--- config.mk ---
export PLATFORM = sky130hd
export DESIGN_NAME = sdram_burst_master
export DESIGN_NICKNAME = d
export VERILOG_FILES = /design/src/rtl/sdram_burst_master.sv
export SDC_FILE = /design/constraint.sdc
export NUM_CORES = 1
export LEC_CHECK = 0
export CAP_MARGIN = 5
export CORE_ASPECT_RATIO = 1.75
export CORE_MARGIN = 2
export CORE_UTILIZATION = 38
export CTS_CLUSTER_DIAMETER = 30
export CTS_CLUSTER_SIZE = 12
export DETAILED_ROUTE_END_ITERATION = 16
export PLACE_DENSITY_LB_ADDON = 0.12
export SLEW_MARGIN = 20
export SYNTH_ARGS = -nofsm -noshare
export SYNTH_HDL_FRONTEND = slang
export SYNTH_SLANG_ARGS = --single-unit
--- constraint.sdc ---
create_clock -name clk -period 4.6 [get_ports clk]
set_input_delay 0.92 -clock clk [delete_from_list [all_inputs] [get_ports clk]]
set_output_delay 0.92 -clock clk [all_outputs]
set_load 0.05 [all_outputs]
--- src/rtl/sdram_burst_master.sv ---
`default_nettype none
// ============================================================================
//  Module   : sdram_burst_master
//  Purpose  : Burst initiator for sdram_core. Treats a fixed SDRAM region as a
//             circular sample buffer: drains full bursts from an upstream write
//             FIFO into SDRAM and fetches full bursts back into a downstream
//             read FIFO, tracking pointers and occupancy so that neither side
//             overruns the other.
//  Options  : SDRAM_BURST_MASTER_RR_EN - round-robin arbitration between write
//             and read bursts (default build: fixed read priority).
//  Revision : 1.0 - initial release
// ============================================================================
module sdram_burst_master #(
  parameter int APP_ADDR_WIDTH  = 24,
  parameter int APP_BURST_WIDTH = 10,
  parameter int DQ_WIDTH        = 16,
  parameter int LEVEL_WIDTH     = 10,
  parameter int BURST_LEN       = 256,
  parameter int BASE_ADDR       = 0,
  parameter int REGION_SIZE     = 65536
) (
  input  logic                        clk,
  input  logic                        rst,
  input  logic                        enable,
  input  logic                        flush,
  input  logic [LEVEL_WIDTH-1:0]      wf_level,
  output logic                        wf_rd_en,
  input  logic [DQ_WIDTH-1:0]         wf_dout,
  input  logic [LEVEL_WIDTH-1:0]      rf_free,
  output logic                        rf_wr_en,
  output logic [DQ_WIDTH-1:0]         rf_din,
  output logic                        wr_burst_req,
  output logic                        rd_burst_req,
  output logic [APP_BURST_WIDTH-1:0]  wr_burst_len,
  output logic [APP_BURST_WIDTH-1:0]  rd_burst_len,
  output logic [APP_ADDR_WIDTH-1:0]   wr_burst_addr,
  output logic [APP_ADDR_WIDTH-1:0]   rd_burst_addr,
  output logic [DQ_WIDTH-1:0]         wr_burst_data,
  input  logic                        wr_burst_data_req,
  input  logic                        wr_burst_finish,
  input  logic                        rd_burst_data_valid,
  input  logic                        rd_burst_finish,
  input  logic [DQ_WIDTH-1:0]         rd_burst_data,
  output logic [$clog2(REGION_SIZE):0] occupancy,
  output logic                        busy
);

  localparam int PTR_W = $clog2(REGION_SIZE);
  localparam int OCC_W = PTR_W + 1;

  // Burst size expressed in each of the widths it is compared/added against.
  localparam logic [PTR_W-1:0]     BURST_PTR = PTR_W'(BURST_LEN);
  localparam logic [OCC_W-1:0]     BURST_OCC = OCC_W'(BURST_LEN);
  localparam logic [OCC_W-1:0]     WR_LIMIT  = OCC_W'(REGION_SIZE - BURST_LEN);
  localparam logic [LEVEL_WIDTH:0] LVL_MIN   = (LEVEL_WIDTH + 1)'(BURST_LEN);

  typedef enum logic [2:0] {
    S_IDLE    = 3'd0,
    S_WR_REQ  = 3'd1,
    S_WR_DATA = 3'd2,
    S_RD_REQ  = 3'd3,
    S_RD_DATA = 3'd4
  } state_t;

  state_t             state_q, state_d;
  logic [PTR_W-1:0]   wr_ptr_q, wr_ptr_d;
  logic [PTR_W-1:0]   rd_ptr_q, rd_ptr_d;
  logic [OCC_W-1:0]   occ_q, occ_d;
  logic               wr_req_q, wr_req_d;
  logic               rd_req_q, rd_req_d;

  logic               wr_ok, rd_ok;
  logic               grant_wr, grant_rd;

  // Eligibility: a write needs a full burst waiting and a full burst of free
  // region; a read needs room downstream and a full burst already committed.
  always_comb begin
    wr_ok = enable && ({1'b0, wf_level} >= LVL_MIN) && (occ_q <= WR_LIMIT);
    rd_ok = enable && ({1'b0, rf_free} >= LVL_MIN) && (occ_q >= BURST_OCC);
  end

`ifdef SDRAM_BURST_MASTER_RR_EN
  // Remembers whether the most recent grant went to the read side.
  logic last_rd_q, last_rd_d;

  // Round-robin: under contention the side not served last wins.
  always_comb begin
    grant_rd = rd_ok && (!wr_ok || !last_rd_q);
    grant_wr = wr_ok && !grant_rd;
  end
`else
  // Fixed priority: reads always win to keep playback from starving.
  always_comb begin
    grant_rd = rd_ok;
    grant_wr = wr_ok && !grant_rd;
  end
`endif

  // Next-state, pointer and occupancy logic. Occupancy only moves on finish so
  // space/data are committed after the SDRAM transfer is complete.
  always_comb begin
    state_d  = state_q;
    wr_ptr_d = wr_ptr_q;
    rd_ptr_d = rd_ptr_q;
    occ_d    = occ_q;
    wr_req_d = wr_req_q;
    rd_req_d = rd_req_q;
`ifdef SDRAM_BURST_MASTER_RR_EN
    last_rd_d = last_rd_q;
`endif
    case (state_q)
      S_IDLE: begin
        if (flush) begin
          wr_ptr_d = '0;
          rd_ptr_d = '0;
          occ_d    = '0;
        end else if (grant_rd) begin
          state_d  = S_RD_REQ;
          rd_req_d = 1'b1;
`ifdef SDRAM_BURST_MASTER_RR_EN
          last_rd_d = 1'b1;
`endif
        end else if (grant_wr) begin
          state_d  = S_WR_REQ;
          wr_req_d = 1'b1;
`ifdef SDRAM_BURST_MASTER_RR_EN
          last_rd_d = 1'b0;
`endif
        end
      end
      // Request is held through any refresh the core performs first.
      S_WR_REQ: begin
        if (wr_burst_data_req) begin
          state_d  = S_WR_DATA;
          wr_req_d = 1'b0;
        end
      end
      S_WR_DATA: begin
        if (wr_burst_finish) begin
          wr_ptr_d = wr_ptr_q + BURST_PTR;
          occ_d    = occ_q + BURST_OCC;
          state_d  = S_IDLE;
        end
      end
      S_RD_REQ: begin
        if (rd_burst_data_valid) begin
          state_d  = S_RD_DATA;
          rd_req_d = 1'b0;
        end
      end
      S_RD_DATA: begin
        if (rd_burst_finish) begin
          rd_ptr_d = rd_ptr_q + BURST_PTR;
          occ_d    = occ_q - BURST_OCC;
          state_d  = S_IDLE;
        end
      end
      default: begin
        state_d  = S_IDLE;
        wr_req_d = 1'b0;
        rd_req_d = 1'b0;
      end
    endcase
  end

  // State register with asynchronous reset shared with sdram_core.
  always_ff @(posedge clk or posedge rst) begin
    if (rst) begin
      state_q  <= S_IDLE;
      wr_ptr_q <= '0;
      rd_ptr_q <= '0;
      occ_q    <= '0;
      wr_req_q <= 1'b0;
      rd_req_q <= 1'b0;
`ifdef SDRAM_BURST_MASTER_RR_EN
      last_rd_q <= 1'b0;
`endif
    end else begin
      state_q  <= state_d;
      wr_ptr_q <= wr_ptr_d;
      rd_ptr_q <= rd_ptr_d;
      occ_q    <= occ_d;
      wr_req_q <= wr_req_d;
      rd_req_q <= rd_req_d;
`ifdef SDRAM_BURST_MASTER_RR_EN
      last_rd_q <= last_rd_d;
`endif
    end
  end

  // Region is aligned to its size, so base + pointer never carries into the
  // base bits and bursts never straddle a column page.
  assign wr_burst_addr = APP_ADDR_WIDTH'(BASE_ADDR) + APP_ADDR_WIDTH'(wr_ptr_q);
  assign rd_burst_addr = APP_ADDR_WIDTH'(BASE_ADDR) + APP_ADDR_WIDTH'(rd_ptr_q);
  assign wr_burst_len  = APP_BURST_WIDTH'(BURST_LEN);
  assign rd_burst_len  = APP_BURST_WIDTH'(BURST_LEN);
  assign wr_burst_req  = wr_req_q;
  assign rd_burst_req  = rd_req_q;

  // Zero-latency data paths between the FIFOs and the core.
  assign wf_rd_en      = wr_burst_data_req;
  assign wr_burst_data = wf_dout;
  assign rf_wr_en      = rd_burst_data_valid;
  assign rf_din        = rd_burst_data;

  assign occupancy = occ_q;
  assign busy      = (state_q != S_IDLE);

endmodule
`default_nettype wire

# Yosys cells after proc, flatten, opt, wreduce, memory -nomap -nowiden
# Index checks and enable logic that the tools add are counted.
[totals]
out_inout_bits = 122
inputBits = 60
wordCells = 75
regBits = 54
[op_classes]
mux = 26
bitwise = 2
reduce_logical = 19
n_eq_ne = 14
addsub = 4
order_cmp = 4
[op_table]
columns = ["cell", "n"]
rows = [
  ["$pmux W16 S2", 2],
  ["$mux W17", 3],
  ["$pmux W17 S3", 1],
  ["$mux W16", 3],
  ["$add A16 B9 Y16 const B", 2],
  ["$mux W3", 7],
  ["$ge A10 B9 Y1 const B", 2],
  ["$ne A2 B2 Y1 const B", 9],
  ["$add A17 B9 Y17 const B", 1],
  ["$ge A17 B9 Y1 const B", 1],
  ["$le A17 B16 Y1 const B", 1],
  ["$sub A17 B9 Y17 const B", 1],
  ["$pmux W3 S5", 1],
  ["$reduce_and A4 Y1", 2],
  ["$mux W1", 7],
  ["$eq A3 B2 Y1 const B", 2],
  ["$pmux W1 S3", 2],
  ["$reduce_and A3 Y1", 2],
  ["$reduce_and A6 Y1", 1],
  ["$reduce_bool A3 Y1", 2],
  ["$reduce_or A3 Y1", 2],
  ["$logic_and A1 B1 Y1", 5],
  ["$reduce_and A5 Y1", 1],
  ["$reduce_bool A2 Y1", 2],
  ["6 further kinds", 7],
]

# Longest topological paths before layout
[logic_depth]
word_depth = 9
mapped_depth = 8
ltp_nobuf = 8

# Least setup slack after synthesis
# No wires, ideal clock.
[synth_timing]
kind = "reg-to-reg"
start = "register occ_q[8] (netlist: occupancy[8])"
end = "register state_q[0]"
slack_ps = 2038
arrival_time_ps = 2441
path_buffers = 0
setup_time_ps = 122
period_less_slack_ps = 2562
required_time_ps = 4478
path_stages_with_launch = 9
path_cell_list = "dfrtp_1 > ha_1 > nand3_1 > nor2_1 > and3_1 > ha_1 > or4b_1 > a41o_1 > a32o_1"
[synth_via]
elab_chain_cells = 6
elab_cells_between_ends = 11
classes_between = "order compare (2); eq/ne (1); mux (3); reduce/logical (5)"
[synth_lines]
columns = ["item", "line_no", "source"]
rows = [
  ["start, declared", "68", "logic [OCC_W-1:0] occ_q, occ_d;"],
  ["start signal, assigned", "172", "occ_q <= '0;"],
  ["start signal, assigned", "182", "occ_q <= occ_d;"],
  ["$ge A17 B9 Y1", "79", "rd_ok = enable && ({1'b0, rf_free} >= LVL_MIN) && (occ_q >= BURST_OCC);"],
  ["$logic_and A1 B1 Y1", "79", ""],
  ["$logic_not A1 Y1", "95", "grant_wr = wr_ok && !grant_rd;"],
  ["$logic_and A1 B1 Y1", "95", ""],
  ["$ne A3 B3 Y1 (no source line)", "--", ""],
  ["$reduce_and A6 Y1 (no source line)", "--", ""],
  ["end signal, assigned", "179", "state_q <= state_d;"],
  ["end, declared", "65", "state_t state_q, state_d;"],
]
# Parallel ways exist; a longest one is shown, timed or not. The select of a mux whose other input is x is not followed.
# A chain may end at the register's enable or synchronous reset.

# Final worst setup path
[layout_timing]
start = "input rd_burst_data_valid"
end = "output rf_wr_en"
[layout_lines]
columns = ["item", "line_no", "source"]
rows = [
  ["start, declared", "41", "input logic rd_burst_data_valid,"],
  ["end, declared", "30", "output logic rf_wr_en,"],
]
# No word-level cell between the ends.

==> results.sh <==
export IMPL_cp_end_kind="primary output"
export IMPL_maxSlewHeadroom_pct=34.5
export IMPL_synth_top_area_share_pct=29.0
export IMPL_timing_final_ws_setup_ns=1.40
export IMPL_synth_top_area_cell="dfrtp_1"
export IMPL_numCtsBuffers=5
export IMPL_leakagePower_nw=1.22
export IMPL_cts_resized=0
export IMPL_setup_tns_ns=0
export IMPL_status="finished, final reports clean"
export IMPL_grt_overflow_total=0
export IMPL_cp_slowest_stage_delay_ns=0.83
export IMPL_synth_adder_area_share_pct=2.90
export IMPL_grt_total_usage_pct=15.0
export IMPL_cts_tree="yes"
export IMPL_hold_path_class="flop to flop"
export IMPL_antenna_found_initial=0
export IMPL_power_density_nw_per_um2=554
export IMPL_drive_above_1_share_pct=6.19
export IMPL_viasPerCell=4.93
export IMPL_finalPower_mw=1.51
export IMPL_skew_ns=0.00185
export IMPL_hold_ws_ns=0.529
export IMPL_fin_nets=372
export IMPL_synthMuxAreaShare_pct=0.774
export IMPL_ys_seq_area_share_pct=29.0
export IMPL_synth_avg_cell_area_um2=8.45
export IMPL_maxCapViolCount=0
export IMPL_core_area_um2=6540
export IMPL_critical_path_buf_inv_count=2
export IMPL_post_place_ws_ns=1.39
export IMPL_grt_max_degree=25
export IMPL_start_util_pct=39.6
export IMPL_die_area_um2=7510
export IMPL_htree_levels=2
export IMPL_path_max_fanout=4
export IMPL_worst_setup_path_type="input pin to primary output"
export IMPL_ys_seq_elements=30
export IMPL_hpwl_mm=3.99
export IMPL_crit_slowest_cell="clkdlybuf4s50_1"
export IMPL_drt_iter0_drc=128
export IMPL_required_ns=3.68
export IMPL_crit_family="buffers and inverters"
export IMPL_synth_area_leaders="dfrtp_1, buf_4, nor2_1, ha_1, xor2_1"
export IMPL_ys_warn_count=0
export IMPL_num_vias=1919
export IMPL_ant_nets=0
export IMPL_period_needed_ns=3.20
export IMPL_ctsHoldBuffers=0
export IMPL_io_pin_count=182
export IMPL_worstPathArrival_ns=2.28
export IMPL_diodes=0
export IMPL_nFillCells=689
export IMPL_path_cells="clkdlybuf4s50_1 > clkdlybuf4s50_1"
export IMPL_fin_crit_sh_pct=69.6
export IMPL_clk_pin_slew_ns=0.05
export IMPL_yosys_area_share_simple_pct=19.0
export IMPL_fp_row_count=39
export IMPL_synth_area_um2=2590
export IMPL_area_delta_synth_final_pct=5.52
export IMPL_rsz0062_at_grt="no"
export IMPL_slew_violations=0
export IMPL_place_port_buffers=41
export IMPL_post_cts_buffers=0
export IMPL_ir_drop_mv=0.235
export IMPL_cts_root_buffer="clkbuf_16"
export IMPL_final_setup_viol_count=0
export IMPL_hold_viol_final=0
export IMPL_fmax_mhz=313
export IMPL_drt_pre_antenna_iters=4
export IMPL_ys_flop_type="dfrtp_1"
export IMPL_routed_wl_mm=5.42
export IMPL_die_y_um=113
export IMPL_startpoint_type="input pin"
export IMPL_worst_pin_slew_ns=0.976
export IMPL_synth_top_family_by_area="buffers and inverters"
export IMPL_synth_edf_count=0
export IMPL_cp_common_cell="clkdlybuf4s50_1"
export IMPL_synth_compound_area_share_pct=13.6
export IMPL_drc=0
export IMPL_ctsLongestPathBuffers=2
export IMPL_synthXorXnorAreaFrac_pct=3.39
export IMPL_cts_sinks=30
export IMPL_grt_pass1_wl_mm=8.70
export IMPL_syn_inst=306
export IMPL_first_global_vias=1796
export IMPL_die_w_um=66.4
export IMPL_wl_per_cell_um=13.9
export IMPL_ys_types=51
export IMPL_gp_congestion=0.797
export IMPL_async_flop_share_pct=100
export IMPL_clkLatencyLatePin_ns=0.28
## area by class of cell
type | count | area (µm²) | area share (%)
sequential | 30 | 751 | 27.5
clock inverter | 3 | 40.0 | 1.47
multi-input combinational | 218 | 1250 | 45.9
clock buffer | 5 | 125 | 4.59
timing repair buffer | 44 | 433 | 15.9
inverter | 7 | 26.3 | 0.963
tap | 82 | 103 | 3.76
## power by group
part	internal, mW	switching (mW)	leakage (nW)
combinational	0.227	0.497	0.722
clock	0.253	0.120	0.0836
sequential	0.310	0.104	0.410
## cells in the final DEF (no fill, tap or decap), types with 3 or more instances in the layout
cell type	n
nand3_1	11
and3_1	3
ha_1	6
or3_1	4
dfrtp_1	30
o21ai_0	12
clkdlybuf4s50_1	41
xnor2_1	3
nor2_1	22
buf_4	3
a22o_1	4
nand2_1	14
conb_1	60
a21oi_1	12
nor3_1	4
nand2b_1	4
xor2_1	7
or4b_1	3
clkbuf_16	5
nand4_1	4
nor4_1	3
o22ai_1	6
inv_1	6
## cell families (layout without fill, tap and decap cells)
group,after synthesis,after routing
DFF,30,30
AOI/OAI and AO/OA,53,53
xor gates and xnor gates,10,10
and+or+nand+nor,87,87
muxes,2,2
other,2,60
buffers and inverters,116,59
adders and majority gates,6,6
## per-layer routing
metal | GRT usage (%) | up-vias | part of all wire (%) | wire length, µm
met5 | 0 | - | 0 | 0
met4 | 8.03 | 0 | 3.1 | 167
met3 | 2.58 | 18 | 5.7 | 311
met2 | 26.1 | 75 | 53 | 2890
met1 | 16.8 | 920 | 38 | 2050
li1 | - | 906 | - | -
## registers in the layout (all words and copies together), names as in the netlist
name,cells
rd_burst_req,1
wr_burst_req,1
rd_ptr_q,8
state_q,3
occupancy,9
wr_ptr_q,8
## synth_stat cells (5+ instances only)
cell type and number:
buf_2 8, buf_4 95, nor2_1 22, xor2_1 7
inv_1 7, o22ai_1 6, clkbuf_1 5, nand2_1 14
dfrtp_1 30, o21ai_0 12, nand3_1 11, a21oi_1 12
ha_1 6
## path summary, 6_finish.rpt
| check | start | endpoint | slack [ns] | depth (start not counted) |
|---|---|---|---|---|
| min in group asynchronous | rst | wr_ptr_q[11]$_DFFE_PP0P_ | 1.06 | 2 |
| worst max register to register | occupancy[8]$_DFFE_PP0P_ | state_q[0]$_DFFE_PP0P_ | 2.07 | 8 |
| worst max-delay path | rd_burst_data_valid | rf_wr_en | 1.40 | 2 |
| max in group asynchronous | rst | rd_ptr_q[8]$_DFFE_PP0P_ | 2.95 | 3 |
| worst min-delay path | rd_burst_req$_DFFE_PP0P_ | rd_burst_req$_DFFE_PP0P_ | 0.53 | 2 |
| worst min register to register | rd_burst_req$_DFFE_PP0P_ | rd_burst_req$_DFFE_PP0P_ | 0.53 | 2 |
## metrics by stage
stage | instance area [µm²] | std cells | utilization, %
3_5_place_dp | 2560 | 381 | 39.2
2_1_floorplan | 2800 | 364 | -
6_report | 2730 | 389 | 41.7
4_1_cts | 2730 | 389 | 41.7
3_3_place_gp | 2560 | 381 | 39.2
5_1_grt | 2730 | 389 | 41.7
Note: power is estimated with default switching activity, not from simulation.
